## src/rtl/ctrl_pkg.sv

```systemverilog
// Shared definitions for the RV32I multi-cycle control sequencer:
// opcode and ALU-op constants, the sequencer state enum, the control
// strobe bundle, immediate extractors and the legality check.
package ctrl_pkg;

  localparam logic [6:0] OPC_OP_IMM = 7'b0010011;
  localparam logic [6:0] OPC_OP     = 7'b0110011;
  localparam logic [6:0] OPC_LUI    = 7'b0110111;
  localparam logic [6:0] OPC_AUIPC  = 7'b0010111;
  localparam logic [6:0] OPC_LOAD   = 7'b0000011;
  localparam logic [6:0] OPC_STORE  = 7'b0100011;
  localparam logic [6:0] OPC_BRANCH = 7'b1100011;
  localparam logic [6:0] OPC_JAL    = 7'b1101111;
  localparam logic [6:0] OPC_JALR   = 7'b1100111;

  // {op_en, mod, funct3}; op_en=0 means "latch operand A"
  localparam logic [4:0] ALU_LOAD_A = 5'b00000;
  localparam logic [4:0] ALU_ADD    = 5'b10000;
  localparam logic [4:0] ALU_SUB    = 5'b11000;
  localparam logic [4:0] ALU_SLT    = 5'b10010;
  localparam logic [4:0] ALU_SLTU   = 5'b10011;

  typedef enum logic [1:0] {ST_FETCH, ST_EXEC, ST_TRAP} state_e;

  typedef struct packed {
    logic mem_load;
    logic mem_rd;
    logic mem_wr;
    logic pc_rd;
    logic pc_wr;
    logic pc_inc;
    logic reg_rd;
    logic reg_wr;
    logic alu_wr;
    logic alu_rd;
    logic bus_out_en;
  } strobes_t;

  function automatic logic [31:0] imm_i(input logic [31:0] ir);
    return {{20{ir[31]}}, ir[31:20]};
  endfunction

  function automatic logic [31:0] imm_s(input logic [31:0] ir);
    return {{20{ir[31]}}, ir[31:25], ir[11:7]};
  endfunction

  function automatic logic [31:0] imm_b(input logic [31:0] ir);
    return {{19{ir[31]}}, ir[31], ir[7], ir[30:25], ir[11:8], 1'b0};
  endfunction

  function automatic logic [31:0] imm_u(input logic [31:0] ir);
    return {ir[31:12], 12'b0};
  endfunction

  function automatic logic [31:0] imm_j(input logic [31:0] ir);
    return {{11{ir[31]}}, ir[31], ir[19:12], ir[20], ir[30:21], 1'b0};
  endfunction

  function automatic logic is_legal(input logic [31:0] ir);
    logic ok;
    case (ir[6:0])
      OPC_OP_IMM, OPC_OP, OPC_LUI, OPC_AUIPC, OPC_JAL: ok = 1'b1;
      OPC_LOAD, OPC_STORE: ok = (ir[14:12] == 3'b010);
      OPC_JALR:            ok = (ir[14:12] == 3'b000);
      OPC_BRANCH:          ok = (ir[14:13] != 2'b01);
      default:             ok = 1'b0;
    endcase
    return ok;
  endfunction

endpackage

```

## src/rtl/ctrl_decode.sv

```systemverilog
// Combinational microsequence decoder for the EXEC state.
// Inputs : ir (latched instruction), step, alu_flag, mem_ready.
// Outputs: strobe bundle, reg_addr, alu_op, bus_out, drive_tmp (bus_out
//          must come from the JALR target register), tmp_load, last
//          (instruction completes this cycle), stall, illegal.
module ctrl_decode
  import ctrl_pkg::*;
#(
  parameter int unsigned XLEN    = 32,
  parameter int unsigned REG_AW  = 5,
  parameter int unsigned ALU_OPW = 5,
  parameter int unsigned STEP_W  = 3
) (
  input  logic [31:0]        ir,
  input  logic [STEP_W-1:0]  step,
  input  logic               alu_flag,
  input  logic               mem_ready,
  output strobes_t           stb,
  output logic [REG_AW-1:0]  reg_addr,
  output logic [ALU_OPW-1:0] alu_op,
  output logic [XLEN-1:0]    bus_out,
  output logic               drive_tmp,
  output logic               tmp_load,
  output logic               last,
  output logic               stall,
  output logic               illegal
);

  logic [6:0]        opc;
  logic [2:0]        f3;
  logic [REG_AW-1:0] rd, rs1, rs2;
  logic [7:0]        sn;
  logic              mod, taken, mem_step;
  logic [4:0]        cmp_op;

  assign opc     = ir[6:0];
  assign f3      = ir[14:12];
  assign rd      = REG_AW'(ir[11:7]);
  assign rs1     = REG_AW'(ir[19:15]);
  assign rs2     = REG_AW'(ir[24:20]);
  assign sn      = 8'(step);
  assign illegal = !is_legal(ir);
  // funct7[5] only modifies OP-IMM for the shift encodings
  assign mod     = (opc == OPC_OP) ? ir[30] : ((f3[1:0] == 2'b01) ? ir[30] : 1'b0);
  // BEQ, BGE, BGEU branch when the compare result is zero
  assign taken   = alu_flag ^ ((f3 == 3'b000) | (f3[2] & f3[0]));
  assign cmp_op  = !f3[2] ? ALU_SUB : (f3[1] ? ALU_SLTU : ALU_SLT);

  always_comb begin
    stb       = '0;
    reg_addr  = '0;
    alu_op    = '0;
    bus_out   = '0;
    drive_tmp = 1'b0;
    tmp_load  = 1'b0;
    last      = 1'b0;
    mem_step  = 1'b0;
    case (opc)
      OPC_OP_IMM, OPC_OP, OPC_AUIPC, OPC_LOAD, OPC_STORE, OPC_JALR: begin
        case (sn)
          8'd0: begin
            stb.alu_wr = 1'b1;
            if (opc == OPC_OP) begin
              stb.reg_rd = 1'b1;
              reg_addr   = rs2;
            end else begin
              stb.bus_out_en = 1'b1;
              bus_out = (opc == OPC_AUIPC) ? XLEN'(imm_u(ir)) :
                        (opc == OPC_STORE) ? XLEN'(imm_s(ir)) : XLEN'(imm_i(ir));
            end
          end
          8'd1: begin
            stb.alu_wr = 1'b1;
            alu_op     = ALU_OPW'(ALU_ADD);
            if (opc == OPC_AUIPC) begin
              stb.pc_rd = 1'b1;
            end else begin
              stb.reg_rd = 1'b1;
              reg_addr   = rs1;
              if (opc == OPC_OP_IMM || opc == OPC_OP) alu_op = ALU_OPW'({1'b1, mod, f3});
            end
          end
          8'd2: begin
            stb.alu_rd = 1'b1;
            if (opc == OPC_LOAD || opc == OPC_STORE) begin
              stb.mem_load = 1'b1;
            end else if (opc == OPC_JALR) begin
              tmp_load = 1'b1;
            end else begin
              stb.reg_wr = 1'b1;
              reg_addr   = rd;
              stb.pc_inc = 1'b1;
              last       = 1'b1;
            end
          end
          8'd3: begin
            mem_step   = 1'b1;
            stb.pc_inc = 1'b1;
            last       = 1'b1;
            if (opc == OPC_LOAD) begin
              stb.mem_rd = 1'b1;
              stb.reg_wr = 1'b1;
              reg_addr   = rd;
            end else if (opc == OPC_STORE) begin
              stb.mem_wr = 1'b1;
              stb.reg_rd = 1'b1;
              reg_addr   = rs2;
            end else begin
              // JALR: start of the link sequence, not a memory step
              mem_step   = 1'b0;
              stb.pc_inc = 1'b0;
              last       = 1'b0;
              stb.pc_rd  = 1'b1;
              stb.alu_wr = 1'b1;
            end
          end
          8'd4: begin
            stb.bus_out_en = 1'b1;
            bus_out        = XLEN'(4);
            stb.alu_wr     = 1'b1;
            alu_op         = ALU_OPW'(ALU_ADD);
          end
          8'd5: begin
            stb.alu_rd = 1'b1;
            stb.reg_wr = 1'b1;
            reg_addr   = rd;
          end
          8'd6: begin
            stb.bus_out_en = 1'b1;
            drive_tmp      = 1'b1;
            stb.pc_wr      = 1'b1;
            last           = 1'b1;
          end
          default: ;
        endcase
      end
      OPC_LUI: begin
        stb.bus_out_en = 1'b1;
        bus_out        = XLEN'(imm_u(ir));
        stb.reg_wr     = 1'b1;
        reg_addr       = rd;
        stb.pc_inc     = 1'b1;
        last           = 1'b1;
      end
      OPC_BRANCH: begin
        case (sn)
          8'd0: begin
            stb.reg_rd = 1'b1;
            reg_addr   = rs2;
            stb.alu_wr = 1'b1;
          end
          8'd1: begin
            stb.reg_rd = 1'b1;
            reg_addr   = rs1;
            stb.alu_wr = 1'b1;
            alu_op     = ALU_OPW'(cmp_op);
          end
          8'd2: begin
            if (taken) begin
              stb.bus_out_en = 1'b1;
              bus_out        = XLEN'(imm_b(ir));
              stb.alu_wr     = 1'b1;
            end else begin
              stb.pc_inc = 1'b1;
              last       = 1'b1;
            end
          end
          8'd3: begin
            stb.pc_rd  = 1'b1;
            stb.alu_wr = 1'b1;
            alu_op     = ALU_OPW'(ALU_ADD);
          end
          8'd4: begin
            stb.alu_rd = 1'b1;
            stb.pc_wr  = 1'b1;
            last       = 1'b1;
          end
          default: ;
        endcase
      end
      OPC_JAL: begin
        case (sn)
          8'd0, 8'd4: begin
            stb.pc_rd  = 1'b1;
            stb.alu_wr = 1'b1;
            alu_op     = (sn == 8'd4) ? ALU_OPW'(ALU_ADD) : '0;
          end
          8'd1: begin
            stb.bus_out_en = 1'b1;
            bus_out        = XLEN'(4);
            stb.alu_wr     = 1'b1;
            alu_op         = ALU_OPW'(ALU_ADD);
          end
          8'd2: begin
            stb.alu_rd = 1'b1;
            stb.reg_wr = 1'b1;
            reg_addr   = rd;
          end
          8'd3: begin
            stb.bus_out_en = 1'b1;
            bus_out        = XLEN'(imm_j(ir));
            stb.alu_wr     = 1'b1;
          end
          8'd5: begin
            stb.alu_rd = 1'b1;
            stb.pc_wr  = 1'b1;
            last       = 1'b1;
          end
          default: ;
        endcase
      end
      default: ;
    endcase
    // A stalled memory step keeps its strobes but must not complete
    stall = mem_step & ~mem_ready;
    if (stall) begin
      stb.pc_inc = 1'b0;
      last       = 1'b0;
    end
  end

endmodule

```

## src/rtl/control_seq.sv

```systemverilog
// Multi-cycle control sequencer for the shared-bus RV32I core.
// Holds the FETCH/EXEC/TRAP FSM, the per-instruction step counter, the
// instruction register and the JALR target register; EXEC strobes come
// from ctrl_decode. All outputs are forced to 0 while rst_n is low.
// Ports: clk, rst_n; bus_in/bus_out/bus_out_en (shared bus); mem_ready,
// alu_flag (status in); mem_*, pc_*, reg_*, alu_* strobes, reg_addr,
// alu_op; trap (sticky illegal instruction), retire (final-step pulse).
module control_seq
  import ctrl_pkg::*;
#(
  parameter int unsigned XLEN    = 32,
  parameter int unsigned REG_AW  = 5,
  parameter int unsigned ALU_OPW = 5,
  parameter int unsigned STEP_W  = 3
) (
  input  logic               clk,
  input  logic               rst_n,
  input  logic [XLEN-1:0]    bus_in,
  output logic [XLEN-1:0]    bus_out,
  output logic               bus_out_en,
  input  logic               mem_ready,
  input  logic               alu_flag,
  output logic               mem_load,
  output logic               mem_rd,
  output logic               mem_wr,
  output logic               pc_rd,
  output logic               pc_wr,
  output logic               pc_inc,
  output logic               reg_rd,
  output logic               reg_wr,
  output logic [REG_AW-1:0]  reg_addr,
  output logic               alu_wr,
  output logic               alu_rd,
  output logic [ALU_OPW-1:0] alu_op,
  output logic               trap,
  output logic               retire
);

  state_e              state_q, state_d;
  logic [STEP_W-1:0]   step_q, step_d;
  logic [31:0]         ir_q, ir_d;
  logic [XLEN-1:0]     tmp_q, tmp_d;

  strobes_t            dec_stb, stb;
  logic [REG_AW-1:0]   dec_addr, addr_c;
  logic [ALU_OPW-1:0]  dec_op, op_c;
  logic [XLEN-1:0]     dec_bus, bus_c;
  logic                dec_tmp, dec_tmp_load, dec_last, dec_stall, dec_illegal;
  logic                trap_c, retire_c;

  ctrl_decode #(
    .XLEN    (XLEN),
    .REG_AW  (REG_AW),
    .ALU_OPW (ALU_OPW),
    .STEP_W  (STEP_W)
  ) u_decode (
    .ir        (ir_q),
    .step      (step_q),
    .alu_flag  (alu_flag),
    .mem_ready (mem_ready),
    .stb       (dec_stb),
    .reg_addr  (dec_addr),
    .alu_op    (dec_op),
    .bus_out   (dec_bus),
    .drive_tmp (dec_tmp),
    .tmp_load  (dec_tmp_load),
    .last      (dec_last),
    .stall     (dec_stall),
    .illegal   (dec_illegal)
  );

  always_ff @(posedge clk or negedge rst_n) begin
    if (!rst_n) begin
      state_q <= ST_FETCH;
      step_q  <= '0;
      ir_q    <= '0;
      tmp_q   <= '0;
    end else begin
      state_q <= state_d;
      step_q  <= step_d;
      ir_q    <= ir_d;
      tmp_q   <= tmp_d;
    end
  end

  always_comb begin
    state_d  = state_q;
    step_d   = step_q;
    ir_d     = ir_q;
    tmp_d    = tmp_q;
    stb      = '0;
    addr_c   = '0;
    op_c     = '0;
    bus_c    = '0;
    trap_c   = 1'b0;
    retire_c = 1'b0;
    case (state_q)
      ST_FETCH: begin
        if (step_q == '0) begin
          stb.pc_rd    = 1'b1;
          stb.mem_load = 1'b1;
          step_d       = STEP_W'(1);
        end else begin
          stb.mem_rd = 1'b1;
          if (mem_ready) begin
            ir_d    = bus_in[31:0];
            step_d  = '0;
            state_d = is_legal(bus_in[31:0]) ? ST_EXEC : ST_TRAP;
          end
        end
      end
      ST_EXEC: begin
        if (dec_illegal) begin
          state_d = ST_TRAP;
          step_d  = '0;
        end else begin
          stb      = dec_stb;
          addr_c   = dec_addr;
          op_c     = dec_op;
          bus_c    = dec_tmp ? tmp_q : dec_bus;
          retire_c = dec_last;
          if (dec_tmp_load) tmp_d = {bus_in[XLEN-1:1], 1'b0};
          if (dec_last) begin
            state_d = ST_FETCH;
            step_d  = '0;
          end else if (!dec_stall) begin
            step_d = step_q + STEP_W'(1);
          end
        end
      end
      ST_TRAP: trap_c = 1'b1;
      default: begin
        state_d = ST_FETCH;
        step_d  = '0;
      end
    endcase
  end

  assign bus_out    = rst_n ? bus_c  : '0;
  assign reg_addr   = rst_n ? addr_c : '0;
  assign alu_op     = rst_n ? op_c   : '0;
  assign bus_out_en = rst_n & stb.bus_out_en;
  assign mem_load   = rst_n & stb.mem_load;
  assign mem_rd     = rst_n & stb.mem_rd;
  assign mem_wr     = rst_n & stb.mem_wr;
  assign pc_rd      = rst_n & stb.pc_rd;
  assign pc_wr      = rst_n & stb.pc_wr;
  assign pc_inc     = rst_n & stb.pc_inc;
  assign reg_rd     = rst_n & stb.reg_rd;
  assign reg_wr     = rst_n & stb.reg_wr;
  assign alu_wr     = rst_n & stb.alu_wr;
  assign alu_rd     = rst_n & stb.alu_rd;
  assign trap       = rst_n & trap_c;
  assign retire     = rst_n & retire_c;

endmodule

```

## config.mk

```make
export PLATFORM = sky130hd
export DESIGN_NAME = control_seq
export DESIGN_NICKNAME = d
export VERILOG_FILES = /design/src/rtl/ctrl_pkg.sv /design/src/rtl/ctrl_decode.sv /design/src/rtl/control_seq.sv
export SDC_FILE = /design/constraint.sdc
export NUM_CORES = 1
export LEC_CHECK = 0
export ABC_AREA = 1
export ABC_CLOCK_PERIOD_IN_PS = 2400
export CAP_MARGIN = 20
export CORE_MARGIN = 2
export CORE_UTILIZATION = 23
export CTS_CLUSTER_SIZE = 24
export DETAILED_ROUTE_END_ITERATION = 12
export PLACE_DENSITY_LB_ADDON = 0.15
export SLEW_MARGIN = 25
export SYNTH_ARGS = -nofsm -noshare
export SYNTH_HDL_FRONTEND = slang
export SYNTH_HIERARCHICAL = 1
export SYNTH_SLANG_ARGS = --single-unit
export TNS_END_PERCENT = 10
```

## constraint.sdc

```tcl
create_clock -name clk -period 2.4 [get_ports clk]
set_input_delay 0.24 -clock clk [delete_from_list [all_inputs] [get_ports clk]]
set_output_delay 0.24 -clock clk [all_outputs]
set_load 0.1 [all_outputs]
```

Word level (Yosys, flattened, before mapping)
Cells that the tools add are included.
- bits in registers: 68
- bits of input ports: 36
- output and inout bits: 55
- word-level logic and storage cells: 207
- $add $sub $neg: 1
- equal/unequal tests: 36
- muxes and demuxes: 122
- bitwise gates (word level): 20
- reduce and logical (&&, ||, !) cells: 24
- operators with widths (kind ; count):
    $mux W32 ; 7
    $pmux W32 S2 ; 2
    $pmux W32 S4 ; 1
    $mux W5 ; 16
    $mux W1 ; 48
    $eq A7 B6 Y1 const B ; 6
    $eq A7 B7 Y1 const B ; 6
    $pmux W5 S2 ; 4
    $mux W31 ; 1
    $eq A7 B5 Y1 const B ; 4
    $pmux W5 S5 ; 1
    $pmux W5 S4 ; 1
    $mux W3 ; 6
    $pmux W2 S3 ; 3
    $mux W2 ; 8
    $pmux W1 S2 ; 8
    $pmux W1 S4 ; 4
    $and A1 B1 Y1 ; 15
    $pmux W1 S3 ; 5
    $pmux W5 S3 ; 1
    $eq A7 B2 Y1 const B ; 2
    $reduce_or A2 Y1 ; 7
    $eq A3 B2 Y1 const B ; 4
    $mux W11 ; 1
    other kinds (26) ; 42

Logic depth before layout (Yosys ltp)
- word-level depth: 10
- gate-level depth with buffers: 17
- depth with buffers taken out: 17

Modules after synthesis
The synthesis kept the hierarchy.
- by module, submodules not included (module ; instances ; cells an instance ; area each (um2) ; seq. area each (um2)):
    control_seq ; 1 ; 457 ; 3719.8 ; 1701.6
    ctrl_decode ; 1 ; 362 ; 1716.6 ; 0.0

Worst setup path before layout
OpenSTA, ideal clock, no wires.
- kind: register -> output
- start point: register ir_q[6]
- end point: output port bus_out[10]
- arrival time: 3166 ps
- data required time: 2160 ps
- setup slack: -1006 ps
- cell stages (with the launch flop): 13
- buffers on the path: 1
- path through: dfrtp_1 > inv_2 > nand2_1 > nor2_1 > inv_2 > nor2_8 > nor2_1 > nand2_2 > inv_2 > nor2_1 > clkbuf_1 > nand2_1 > a21oi_1
- elaborated cells between the ends (all ways): 22
- classes of those cells: eq/ne (9); mux (10); reduce/logical (3)
- RTL lines (item ; line ; text):
    start, declared ; control_seq.sv:41 ; logic [31:0] ir_q, ir_d;
    start signal, assigned ; control_seq.sv:81 ; ir_q <= ir_d;
    $eq A7 B7 Y1 (tied with other cells) ; ctrl_decode.sv:58 ; case (opc)
    $reduce_or A6 Y1 (*) ; ctrl_decode.sv:58 ;
    $mux W1 (*) ; ctrl_decode.sv:58 ;
    net dec_tmp ; control_seq.sv:48 ; logic dec_tmp, dec_tmp_load, dec_last, dec_stall, dec_illegal;
    $mux W32 (*) ; control_seq.sv:120 ; bus_c = dec_tmp ? tmp_q : dec_bus;
    $mux W32 (*) ; control_seq.sv:113 ; if (dec_illegal) begin
    $mux W32 (*) ; control_seq.sv:97 ; case (state_q)
    $mux W32 (*) ; control_seq.sv:139 ; assign bus_out = rst_n ? bus_c : '0;
    end, declared ; control_seq.sv:19 ; output logic [XLEN-1:0] bus_out,
The timed path passes the listed nets; every way through them passes the cells marked *.

Worst setup path in the final report
- start point: register ir_q[5]
- end point: output port bus_out[5]
Same word-level chain as after synthesis.

==> metrics.cfg <==
[run_status]
status=complete, but fails checks
violations=negative setup slack

[floorplanning]
initial_core_util_pct=23.30
core_area_sq_mm=0.02333
die_area_sq_mm=0.02488
io_pins=91
die_width_um=157.7
rows=56
die_y_um=157.7

[layout]
layout_commonest_cell=nand2_1
layout-drive-gt1-share_pct=39.49
multi_input_area_sq_mm=0.003859
fin_cells=1304
fin_nets=1018
antennaDiodeCount=0
fin_util_pct=39.06
fill_cells=2406
area_growth_pct=67.62
fin_area_sq_mm=0.009112
regArea_sq_mm=0.001709
mostFrequentLayoutCells=nand2_1 (252), inv_1 (80), buf_4 (70), o21ai_2 (65), buf_12 (63)

[cts]
clock_path_buffers=2
clk_latency_ns=0.35
cts_tree=built
root_buffer=clkbuf_16
clock_sinks=68
numCtsBuffers=9
clkTransAtPathRegs_ns=0.06
htreeDepth=3

[routing]
wl_per_cell_um=15.63
drt_pass1_iterations=5
ant_nets=0
dr_total_vias=5777
drt_iter0_markers=390
routed_wirelength_um=20380
vias_per_cell=4.430
drc=0

[sta]
finalSetupViolations=54
fin_skew_ns=0.006884
fmax_ghz=0.3756
slew_headroom_pct=43.90
slew_viol_final=0
worst_pin_slew_ns=0.8415
finalWorstSetupSlack_ns=-0.2626
whs_ns=0.2804
setup_tns_ns=-10.21
rsz0062_at_grt=true
period_minus_slack_ns=2.663
finalHoldViolCount=0
period_share_pct=110.9

[worst_setup_path]
start_kind=flop
critPathKind=reg -> out
crit_fanout=6
required_ns=2.16
worstPathArrival_ns=2.42
critPathCaptureType=output port

[logic_synthesis]
yosysTopAreaCell=dfrtp_1
synthCells=819
ys_types=33
yosysSeqAreaShare_pct=31.30
yosys-top-cells-area=dfrtp_1 (31%), nand2_1 (19%), o21ai_2 (10%)
yosysWarnings=6
synth-compound-area-share_pct=19.72
synth_top_family_by_area=simple AND/OR/NAND/NOR gates
synthMuxAreaShare_pct=0
syn_avg_cell_area_sq_um=6.638
synth_top_area_share_pct=31.30
yosys_register_bits=68
synthSimpleGateAreaFrac_pct=36.71
syn_nets=857
synthesis.area_sq_mm=0.005436
synth-adder-area-share_pct=0.4603
synth_xor_area_share_pct=0

[power_and_ir_drop]
p_total_mw=5.187
leakage_nw=3.937
peakVddDrop_uv=425.4
p_per_area_mw_per_mm2=569.3

[run]
drv_cap=0

[global_route]
grt_pass1_vias=5623
grt_pass1_wl_um=31780
antenna_found_initial=0
grt_usage_pct=16.85
grt_max_degree=64
grt_overflow=0

[placement]
placed_cell_area_sq_mm=0.008117
placed_cells=1260
port-buffer-count=90
routabilityCongestion=0.8671
hpwl_um=15530
dp_slack_ns=-0.01558

[worst_hold_path]
hold_path_class=in -> async

## kinds of logic after synthesis
| group | count (synthesis) |
|---|---|
| adders and majority gates | 2 |
| and+or+nand+nor | 454 |
| DFF | 68 |
| buffers and inverters | 134 |
| AOI/OAI and AO/OA | 161 |
## per-layer routing
layer  vias to the layer above  part of all wire [%]  track usage (%)
met3                        19                   5.2            3.942
met5                         -                     0                0
met2                       142                    46            26.46
li1                       2935                     -                -
met4                         0                   1.5            4.416
met1                      2681                    47            23.18
## cells in the mapped netlist
cell type,n
buf_6,17
nor3_1,2
nand2_1,272
o211ai_1,1
nor2_2,9
clkinv_1,2
nand3_1,45
nor2_4,3
o32ai_1,1
nor2_1,84
or2_2,2
nand4_1,5
inv_1,88
o21ai_2,64
nand3_2,12
nor2_8,2
or2_1,1
buf_1,1
inv_2,9
nand2_4,2
o21ai_1,1
o22ai_1,4
dfrtp_1,68
ha_1,2
o21bai_1,5
nand3b_1,6
clkbuf_1,9
inv_4,1
a21o_1,1
a21oi_1,56
o21ai_0,28
nand2_2,9
buf_2,7
## worst max-delay path, cell delays in order, from the launching register on
cell       delay, ns
dfrtp_2         0.48
nand2_1         0.14
nor2_4          0.04
nand2_2         0.09
nand2_4         0.07
nor2_4          0.12
nand2_4         0.08
inv_4           0.09
nor2_4          0.05
buf_6           0.13
inv_4           0.08
bufbuf_16       0.26
nand2_2         0.07
a21oi_4         0.18
buf_12          0.19
## where the power goes
group | switching [mW] | internal [mW]
logic | 1.10 | 0.779
clock network | 0.517 | 0.932
registers | 0.456 | 1.40
total | 2.08 | 3.11
## layout make-up
class	count	area share [%]
Multi-Input combinational cell	617	42.35
Timing Repair Buffer	184	26.68
Sequential cell	68	18.76
Tap cell	319	4.380
Inverter	100	4.353
Clock buffer	11	2.664
Clock inverter	5	0.8238
## path summary, 6_finish.rpt
path                                             from                     to  slack [ns]  cells past startpoint
worst max-delay path              ir_q[5]$_DFFE_PN0P_             bus_out[5]       -0.26                     14
worst min-delay path                            rst_n   tmp_q[4]$_DFFE_PN0P_        0.28                      2
worst max register to register    ir_q[2]$_DFFE_PN0P_  step_q[1]$_DFFE_PN0P_        0.15                     19
worst min register to register  tmp_q[10]$_DFFE_PN0P_  tmp_q[10]$_DFFE_PN0P_        0.48                      2
max in group asynchronous                       rst_n    ir_q[6]$_DFFE_PN0P_        1.02                      3
min in group clk                tmp_q[10]$_DFFE_PN0P_  tmp_q[10]$_DFFE_PN0P_        0.48                      2
## flip-flops by register name, indices dropped and copies added, names as in the netlist
name and cells:
ir_q 32, tmp_q 31, step_q 3, state_q 2
## repair_timing
action | in CTS | in global routing
pin swaps | 20 | 12
hold endpoints to repair | 6 | 0
hold buffers | 1 | 0
gates resized for setup | 74 | 31
gates cloned | 5 | 1
setup endpoints to repair | 54 | 56
buffers inserted | 13 | 8
Power figures use the tool's default switching activity.
